$ cat config.mk
export PLATFORM = sky130hd
export DESIGN_NAME = alu_cmd_sequencer
export DESIGN_NICKNAME = d
export VERILOG_FILES = /design/src/rtl/alu_pkg.sv /design/src/rtl/alu_cmd_fifo.sv /design/src/rtl/alu_cmd_sequencer.sv
export SDC_FILE = /design/constraint.sdc
export NUM_CORES = 1
export LEC_CHECK = 0
export ABC_AREA = 0
export ABC_CLOCK_PERIOD_IN_PS = 3400
export CORE_ASPECT_RATIO = 1.2
export CORE_UTILIZATION = 55
export DETAILED_ROUTE_END_ITERATION = 7
export GPL_TIMING_DRIVEN = 0
export PLACE_DENSITY = 0.86
export SYNTH_ARGS = -nofsm -noshare
export SYNTH_HDL_FRONTEND = slang
export SYNTH_SLANG_ARGS = --single-unit
export TNS_END_PERCENT = 30
$ cat constraint.sdc
create_clock -name clk -period 3.4 [get_ports clk]
set_input_delay 0.68 -clock clk [delete_from_list [all_inputs] [get_ports clk]]
set_output_delay 0.68 -clock clk [all_outputs]
set_load 0.005 [all_outputs]
$ cat src/rtl/alu_pkg.sv
// Shared definitions for the 4-bit ALU stage and its command sequencer.
package alu_pkg;

  localparam int DATA_W   = 4;
  localparam int OP_W     = 2;
  localparam int ID_MAX_W = 8;

  localparam logic [OP_W-1:0] OP_ADD = 2'b00;
  localparam logic [OP_W-1:0] OP_AND = 2'b01;
  localparam logic [OP_W-1:0] OP_MUL = 2'b10;
  localparam logic [OP_W-1:0] OP_OR  = 2'b11;

  // The id field is sized for the widest tag; users keep the low ID_W bits.
  typedef struct packed {
    logic [DATA_W-1:0]   a;
    logic [DATA_W-1:0]   b;
    logic [OP_W-1:0]     op;
    logic [ID_MAX_W-1:0] id;
  } cmd_t;

endpackage

$ cat src/rtl/alu_cmd_fifo.sv
// Synchronous command FIFO; occupancy alone decides full and empty.
module alu_cmd_fifo
  import alu_pkg::*;
#(
  parameter  int DEPTH = 4,
  localparam int PTR_W = $clog2(DEPTH),
  localparam int CNT_W = PTR_W + 1
) (
  input  logic             clk,
  input  logic             rst,
  input  logic             push,
  input  logic             pop,
  input  cmd_t             wdata,
  output cmd_t             head,
  output logic [CNT_W-1:0] count
);

  cmd_t             mem [DEPTH];
  logic [PTR_W-1:0] wr_ptr;
  logic [PTR_W-1:0] rd_ptr;

  // NOTE: storage has no reset; count guarantees stale entries are never read.
  always_ff @(posedge clk) begin
    if (push) mem[wr_ptr] <= wdata;
  end

  // NOTE: state uses non-blocking assignments so every register samples pre-edge values.
  always_ff @(posedge clk) begin
    if (rst) begin
      wr_ptr <= '0;
      rd_ptr <= '0;
      count  <= '0;
    end else begin
      if (push) wr_ptr <= wr_ptr + 1'b1;
      if (pop)  rd_ptr <= rd_ptr + 1'b1;
      case ({push, pop})
        2'b10:   count <= count + 1'b1;
        2'b01:   count <= count - 1'b1;
        default: count <= count;
      endcase
    end
  end

  assign head = mem[rd_ptr];

endmodule

$ cat src/rtl/alu_cmd_sequencer.sv
// Queues host commands, issues them to the registered ALU one per cycle and
// holds each result until the response consumer accepts it.
module alu_cmd_sequencer
  import alu_pkg::*;
#(
  parameter  int DEPTH = 4,
  parameter  int ID_W  = 3,
  localparam int CNT_W = $clog2(DEPTH) + 1
) (
  input  logic              clk,
  input  logic              rst,
  input  logic              cmd_valid,
  output logic              cmd_ready,
  input  logic [DATA_W-1:0] cmd_a,
  input  logic [DATA_W-1:0] cmd_b,
  input  logic [OP_W-1:0]   cmd_op,
  input  logic [ID_W-1:0]   cmd_id,
  output logic [DATA_W-1:0] alu_a,
  output logic [DATA_W-1:0] alu_b,
  output logic [OP_W-1:0]   alu_op,
  output logic              alu_en,
  input  logic [DATA_W-1:0] alu_result,
  output logic              rsp_valid,
  input  logic              rsp_ready,
  output logic [DATA_W-1:0] rsp_data,
  output logic [OP_W-1:0]   rsp_op,
  output logic [ID_W-1:0]   rsp_id,
  output logic [CNT_W-1:0]  count
);

  cmd_t wr_cmd;
  cmd_t head;
  logic push;
  logic issue;
  logic nonempty;

  alu_cmd_fifo #(.DEPTH(DEPTH)) u_fifo (
    .clk   (clk),
    .rst   (rst),
    .push  (push),
    .pop   (issue),
    .wdata (wr_cmd),
    .head  (head),
    .count (count)
  );

  // NOTE: every always_comb output gets a default first so no latch is inferred.
  always_comb begin
    wr_cmd              = '0;
    wr_cmd.a            = cmd_a;
    wr_cmd.b            = cmd_b;
    wr_cmd.op           = cmd_op;
    wr_cmd.id[ID_W-1:0] = cmd_id;
  end

  assign nonempty  = (count != '0);
  assign cmd_ready = (count < CNT_W'(DEPTH));
  assign push      = cmd_valid && cmd_ready;
  // Issue only when the ALU result register is free or being consumed now.
  assign issue     = nonempty && (!rsp_valid || rsp_ready);
  assign alu_en    = issue;

  assign alu_a  = nonempty ? head.a  : '0;
  assign alu_b  = nonempty ? head.b  : '0;
  assign alu_op = nonempty ? head.op : '0;

  always_ff @(posedge clk) begin
    if (rst) begin
      rsp_valid <= 1'b0;
      rsp_op    <= '0;
      rsp_id    <= '0;
    end else if (issue) begin
      rsp_valid <= 1'b1;
      rsp_op    <= head.op;
      rsp_id    <= head.id[ID_W-1:0];
    end else if (rsp_ready) begin
      rsp_valid <= 1'b0;
    end
  end

  assign rsp_data = alu_result;

  if (ID_W < ID_MAX_W) begin : g_id_pad
    logic unused_id_hi;
    assign unused_id_hi = ^head.id[ID_MAX_W-1:ID_W];
  end

endmodule

After elaboration in Yosys (flattened, before gate mapping) --
Memory sizes are Yosys's and may differ from the RTL's. A register that Yosys moved wholly into a read port is not among the register bits. Cells that the tools add are included.
Cells by class: shift-type cells 0, order comparisons 1, reductions and logical operators 7, eq/ne operators 2, multiply operators 0, $add $sub $neg 4, bitwise logic cells 0, multiplexer cells 10, div/mod/pow operators 0
Operators by type and width (number):
- $mux 4 | 2
- $mux 2 | 3
- $pmux 3 s2 | 1
- $add 2x1->2 const B | 2
- $mux 1 | 4
- $reduce_bool 2->1 | 2
- $add 3x1->3 const B | 1
- $lt 3x3->1 const B | 1
- $reduce_bool 3->1 | 1
- $sub 3x1->3 const B | 1
- $eq 2x1->1 const B | 1
- $eq 2x2->1 const B | 1
- $logic_and 1x1->1 | 2
- $logic_not 1->1 | 1
- $logic_or 1x1->1 | 1
Word-level totals: word-level logic and storage cells 31, output and inout bits 25, latch bits 0, memories kept 1, memory bits (read-only) 0, bits of input ports 21, memory bits (writable) 52, register bits 13
Memories:
- u_fifo.mem | words 4, bits a word 13, rd ports 1, clocked after Yosys merged registers in 1, wr ports 1, RTL line alu_cmd_fifo.sv:18 | cmd_t mem [DEPTH];

Longest topological paths before layout --
word-level depth 5, depth in mapped cells 9, depth with buffers taken out 8

By module --
From an unflattened synthesis, not the netlist that was laid out.
Second synthesis, totals: cell total of the unflattened synthesis 184, area, all modules 3449.6 µm²
By module, submodules not included:
- alu_cmd_fifo | cells each 139, area an instance 3061.7 µm², instances 1, sequential area each 2342.2 µm²
- alu_cmd_sequencer | cells each 45, area an instance 387.9 µm², instances 1, sequential area each 120.1 µm²

Worst setup path after synthesis --
No wires, ideal clock.
path type in2reg, start point input cmd_valid, end point register u_fifo.count[2], setup time 70 ps, data required time 3330 ps, setup slack 1022 ps, arrival 2308 ps, cell stages on the path 9, buffers on the path 1, path through and2b_2 -> clkbuf_1 -> inv_1 -> ha_1 -> inv_1 -> fa_1 -> xor2_1 -> or3_2 -> a21oi_1
Between the ends: word-level cells in the longest chain between the ends 3, elaborated cells on any way between the ends 5, those cells by class eq/ne: 2; mux: 1; reduce/logical: 2
RTL lines:
- start: declaration | RTL line alu_cmd_sequencer.sv:12 | input logic cmd_valid,
- $logic_and 1x1->1 (*) | RTL line alu_cmd_sequencer.sv:58 | assign push = cmd_valid && cmd_ready;
- $eq 2x1->1 or $eq 2x2->1 (tied branches) | RTL line alu_cmd_fifo.sv:36 | case ({push, pop})
- $pmux 3 s2 or $reduce_bool 2->1 (tied branches)
- end signal: assignment | RTL line alu_cmd_fifo.sv:37 | 2'b10: count <= count + 1'b1;
- end signal: assignment | RTL line alu_cmd_fifo.sv:38 | 2'b01: count <= count - 1'b1;
- end signal: assignment | RTL line alu_cmd_fifo.sv:39 | default: count <= count;
- end: declaration | RTL line alu_cmd_fifo.sv:15 | output logic [CNT_W-1:0] count
Mark *: on every way between the ends. The rest lies on a longest branch, timed or not. A chain may end at the register's enable or synchronous reset.

==> flow_summary.html <==
<table>
<tr><th>Metric</th><th>Value</th></tr>
<tr><th colspan="2">Global route</th></tr>
<tr><td>Largest net degree at the start of global routing</td><td>14</td></tr>
<tr><td>First-pass GRT wire length</td><td>7800 um</td></tr>
<tr><td>Overall overflow remaining after global route</td><td>0</td></tr>
<tr><td>Vias in the first global route</td><td>between 1500 and 2000</td></tr>
<tr><td>Global-route usage over all layers</td><td>about 22%</td></tr>
<tr><td>Number of antenna violations at the first check in global routing</td><td>0</td></tr>
<tr><th colspan="2">Logic synthesis</th></tr>
<tr><td>Number of warnings reported in the yosys synthesis log</td><td>0</td></tr>
<tr><td>Post-synth EDFFs</td><td>52</td></tr>
<tr><td>Cell type with the largest total area after synthesis</td><td>edfxtp_1</td></tr>
<tr><td>Cell variety after synth</td><td>27</td></tr>
<tr><td>Sequential fraction of the synthesis area</td><td>between 60% and 70%</td></tr>
<tr><td>Cells after synthesis</td><td>160</td></tr>
<tr><td>Share of synthesized flip-flops with an asynchronous set or reset</td><td>0%</td></tr>
<tr><td>Syn nets</td><td>between 150 and 200</td></tr>
<tr><td>Cell Area, Synth</td><td>2690 sq um</td></tr>
<tr><td>Cells taking the most area after synthesis</td><td>edfxtp_1 (58%), dfxtp_1 (11%), mux4_1 (5.9%)</td></tr>
<tr><td>Post-synthesis sequential element count</td><td>67</td></tr>
<tr><td>Top flip-flop cell by instance count after synthesis</td><td>edfxtp_1</td></tr>
<tr><td>Mean instance size in the synthesized netlist</td><td>16.8 sq um</td></tr>
<tr><td>Portion of synthesized cell area occupied by the leading cell type</td><td>58.1%</td></tr>
<tr><th colspan="2">Layout</th></tr>
<tr><td>Reg area</td><td>~1900 sq um</td></tr>
<tr><td>Antenna diode instance count</td><td>0</td></tr>
<tr><td>Relative area change from synthesis to final layout</td><td>24.8%</td></tr>
<tr><td>Multi-input gate area in the final layout</td><td>about 730 sq um</td></tr>
<tr><td>Commonest non-fill, non-tap cell in the layout</td><td>edfxtp_1</td></tr>
<tr><td>Layout cell share with drive strength beyond 1</td><td>13.8%</td></tr>
<tr><td>Count of filler cells inserted in the layout</td><td>approximately 280</td></tr>
<tr><td>Cell area after layout</td><td>between 3000 and 4000 sq um</td></tr>
<tr><td>Highest-count cells in the layout ignoring fill and taps</td><td>edfxtp_1 (52), clkdlybuf4s50_1 (41), dfxtp_1 (15), and2_1 (14), a21oi_1 (10)</td></tr>
<tr><td>Non-filler cells in the finished layout</td><td>about 280</td></tr>
<tr><td>Total Nets Final</td><td>roughly 240</td></tr>
<tr><th colspan="2">CTS</th></tr>
<tr><td>Number of gates given a new drive strength after cts</td><td>0</td></tr>
<tr><td>Clock Root Buffer</td><td>clkbuf_8</td></tr>
<tr><td>Maximum buffer depth of the clock tree</td><td>2</td></tr>
<tr><td>Clk pin slew, worst setup/hold paths</td><td>about 0.070 ns</td></tr>
<tr><td>Setup repair bufs after CTS</td><td>0</td></tr>
<tr><td>Number of clock sinks seen by CTS</td><td>67</td></tr>
<tr><td>Clock H-tree levels</td><td>3</td></tr>
<tr><td>CTS Hold Bufs</td><td>0</td></tr>
<tr><td>CTS tree</td><td>done</td></tr>
<tr><td>Clk Latency, worst-skew pair</td><td>~0.33 ns</td></tr>
<tr><td>Number of buffers inserted during clock tree synthesis</td><td>9</td></tr>
<tr><th colspan="2">Power and ir drop</th></tr>
<tr><td>Leakage dissipation</td><td>1.15 nW</td></tr>
<tr><td>Post-route total power</td><td>between 0.002 and 0.003 W</td></tr>
<tr><td>Peak supply drop</td><td>0.418 mV</td></tr>
<tr><td>Pwr Density</td><td>roughly 800 nW/um^2</td></tr>
<tr><th colspan="2">Timing</th></tr>
<tr><td>Setup-failing EPs final</td><td>0</td></tr>
<tr><td>Post-Route Skew</td><td>roughly 0.0037 ns</td></tr>
<tr><td>Pins Over Slew Limit</td><td>0</td></tr>
<tr><td>Final-layout setup total negative slack</td><td>0 ns</td></tr>
<tr><td>Relative slew slack</td><td>a little over half</td></tr>
<tr><td>Slew at the pin closest to its max-slew limit</td><td>between 0.7 and 0.8 ns</td></tr>
<tr><td>Final hold violation count</td><td>0</td></tr>
<tr><td>Crit path time final</td><td>2.92 ns</td></tr>
<tr><td>Final period util</td><td>between 80% and 90%</td></tr>
<tr><td>Fmax</td><td>approximately 340 MHz</td></tr>
<tr><td>Unrepaired setup endpoints after global routing</td><td>no</td></tr>
<tr><th colspan="2">Route</th></tr>
<tr><td>Vias after detailed routing</td><td>1513</td></tr>
<tr><td>Final routed wirelength across all metal layers</td><td>between 4000 and 5000 um</td></tr>
<tr><td>Detailed Routing Iterations Pass 1</td><td>4</td></tr>
<tr><td>Number of DRC markers after the initial detailed-route iteration</td><td>108</td></tr>
<tr><td>Post-detailed-route via-to-cell ratio</td><td>between 5 and 6</td></tr>
<tr><td>Antenna Violating Nets Remaining</td><td>0</td></tr>
<tr><td>Average detailed-routed wire length per instance</td><td>17.5 um</td></tr>
<tr><td>Drt drc</td><td>0</td></tr>
<tr><th colspan="2">Floorplanning</th></tr>
<tr><td>Height of the die</td><td>roughly 80 um</td></tr>
<tr><td>Floorplan Core Area</td><td>roughly 4600 sq um</td></tr>
<tr><td>Number of rows created at floorplan</td><td>27</td></tr>
<tr><td>I/O pin count</td><td>46</td></tr>
<tr><td>DIE AREA</td><td>a little over 5000 sq um</td></tr>
<tr><td>Die width</td><td>65.8 um</td></tr>
<tr><td>Initial Utilization</td><td>approximately three fifths</td></tr>
<tr><th colspan="2">Critical path</th></tr>
<tr><td>Signal arrival time at the worst endpoint</td><td>2.24 ns</td></tr>
<tr><td>Critical path start-end classification</td><td>reg -&gt; out</td></tr>
<tr><td>Maximum fanout along the worst path</td><td>10</td></tr>
<tr><td>Reg-to-reg critical path startpoint</td><td>u_fifo.count[2]</td></tr>
<tr><td>Kind of capture point of the worst setup path</td><td>output port</td></tr>
<tr><td>Crit path required time</td><td>2.72 ns</td></tr>
<tr><td>Capture point of the worst reg-to-reg path</td><td>u_fifo.count[2]</td></tr>
<tr><td>Reg-to-reg slack, setup</td><td>~0.96 ns</td></tr>
<tr><td>Path depth of the worst reg2reg path</td><td>8</td></tr>
<tr><td>Critical Path Start Type</td><td>flop</td></tr>
<tr><th colspan="2">Job</th></tr>
<tr><td>Reported max-cap violation count</td><td>0</td></tr>
<tr><th colspan="2">Hold path</th></tr>
<tr><td>Hold wc startpoint</td><td>rsp_id[2]</td></tr>
<tr><td>Hold path cells</td><td>2</td></tr>
<tr><td>Type of the tightest min-delay check</td><td>reg -&gt; reg</td></tr>
<tr><td>Terminating pin of the worst hold path</td><td>rsp_id[2]</td></tr>
<tr><th colspan="2">Place</th></tr>
<tr><td># port buffers</td><td>41</td></tr>
<tr><td>Placed cell count</td><td>between 200 and 300</td></tr>
<tr><td>Gpl congestion</td><td>roughly 0.74</td></tr>
<tr><td>Placed wire-length estimate</td><td>roughly 3200 um</td></tr>
<tr><td>Area after detailed placement</td><td>about 3200 sq um</td></tr>
<tr><th colspan="2">Outcome</th></tr>
<tr><td>Outcome</td><td>finished, final reports clean</td></tr>
</table>
-- worst max-delay path by stage --
stage                          from              end  depth (start not counted)
after floorplan           cmd_valid  u_fifo.count[2]                          9
after CTS                      flop         alu_a[2]                          4
after global routing           flop         alu_a[2]                          4
after global placement    rsp_ready  u_fifo.count[2]                          9
final                          flop         alu_a[2]                          4
after detailed placement  rsp_ready  u_fifo.count[2]                          9
-- area by class of cell --
type,count,share of cell area [%]
Buffer,10,2.05
Clock buffer,9,3.69
Clock inverter,7,1.75
Inverter,8,0.895
Multi-Input combinational cell,75,21.7
Sequential cell,67,55.5
Tap cell,58,2.16
Timing Repair Buffer,41,12.2
-- flip-flops by register name, summed over array words and instances (netlist names), named ones only --
signal and flops:
u_fifo.count 3, u_fifo.mem 52, u_fifo.rd_ptr 2, u_fifo.wr_ptr 2
rsp_valid 1, rsp_id 3, rsp_op 2
-- cells in the mapped netlist, drive strengths merged, types with 2 or more instances --
| library cell | number |
|---|---|
| a21oi | 10 |
| ha | 5 |
| buf | 7 |
| edfxtp | 52 |
| inv | 8 |
| and2 | 14 |
| mux4 | 13 |
| o21ai | 7 |
| clkbuf | 3 |
| xor2 | 2 |
| nand3 | 5 |
| dfxtp | 15 |
| nor2 | 7 |
| or3 | 3 |
-- metal layers --
layer / track usage, % / wire (um) / vias up
met5: 0 / 0 / -
met4: 12.6 / 88 / 0
met3: 6.54 / 225 / 11
met2: 38.1 / 2660 / 50
met1: 22.9 / 1830 / 750
li1: - / - / 702
-- logic make-up after synthesis --
logic type / share of synthesized area, %
AO/OA/AOI/OAI: 4.05
multiplexers: 12.1
AND/OR/NAND/NOR: 6.89
buffers and inverters: 3.68
XOR/XNOR: 0.977
flip-flops: 69.2
adder cells (fa/ha/maj): 3.07
-- metrics by stage --
step	hold slack [ns]	utilization (%)	setup WS, ns
4_1_cts	0.485	72.5	0.451
3_5_place_dp	0.475	68.5	0.382
6_report	0.480	72.5	0.485
2_1_floorplan	0.464	-	1.02
3_3_place_gp	0.465	68.5	0.514
5_1_grt	0.512	72.5	0.361
-- worst max-delay path: stages, from the launching register on --
cell and delay, ns:
dfxtp_1 0.46, buf_6 0.23, mux4_1 0.57, and2_1 0.18, clkdlybuf4s50_1 0.45
-- power by group --
part | switching (W) | internal [W] | total [W]
Clock | 0.000280 | 0.000328 | 0.000608
Combinational | 0.000412 | 0.000519 | 0.000931
Sequential | 0.0000735 | 0.00102 | 0.00109
Total | 0.000766 | 0.00187 | 0.00263
No activity file was read; power rests on OpenSTA's default activity.
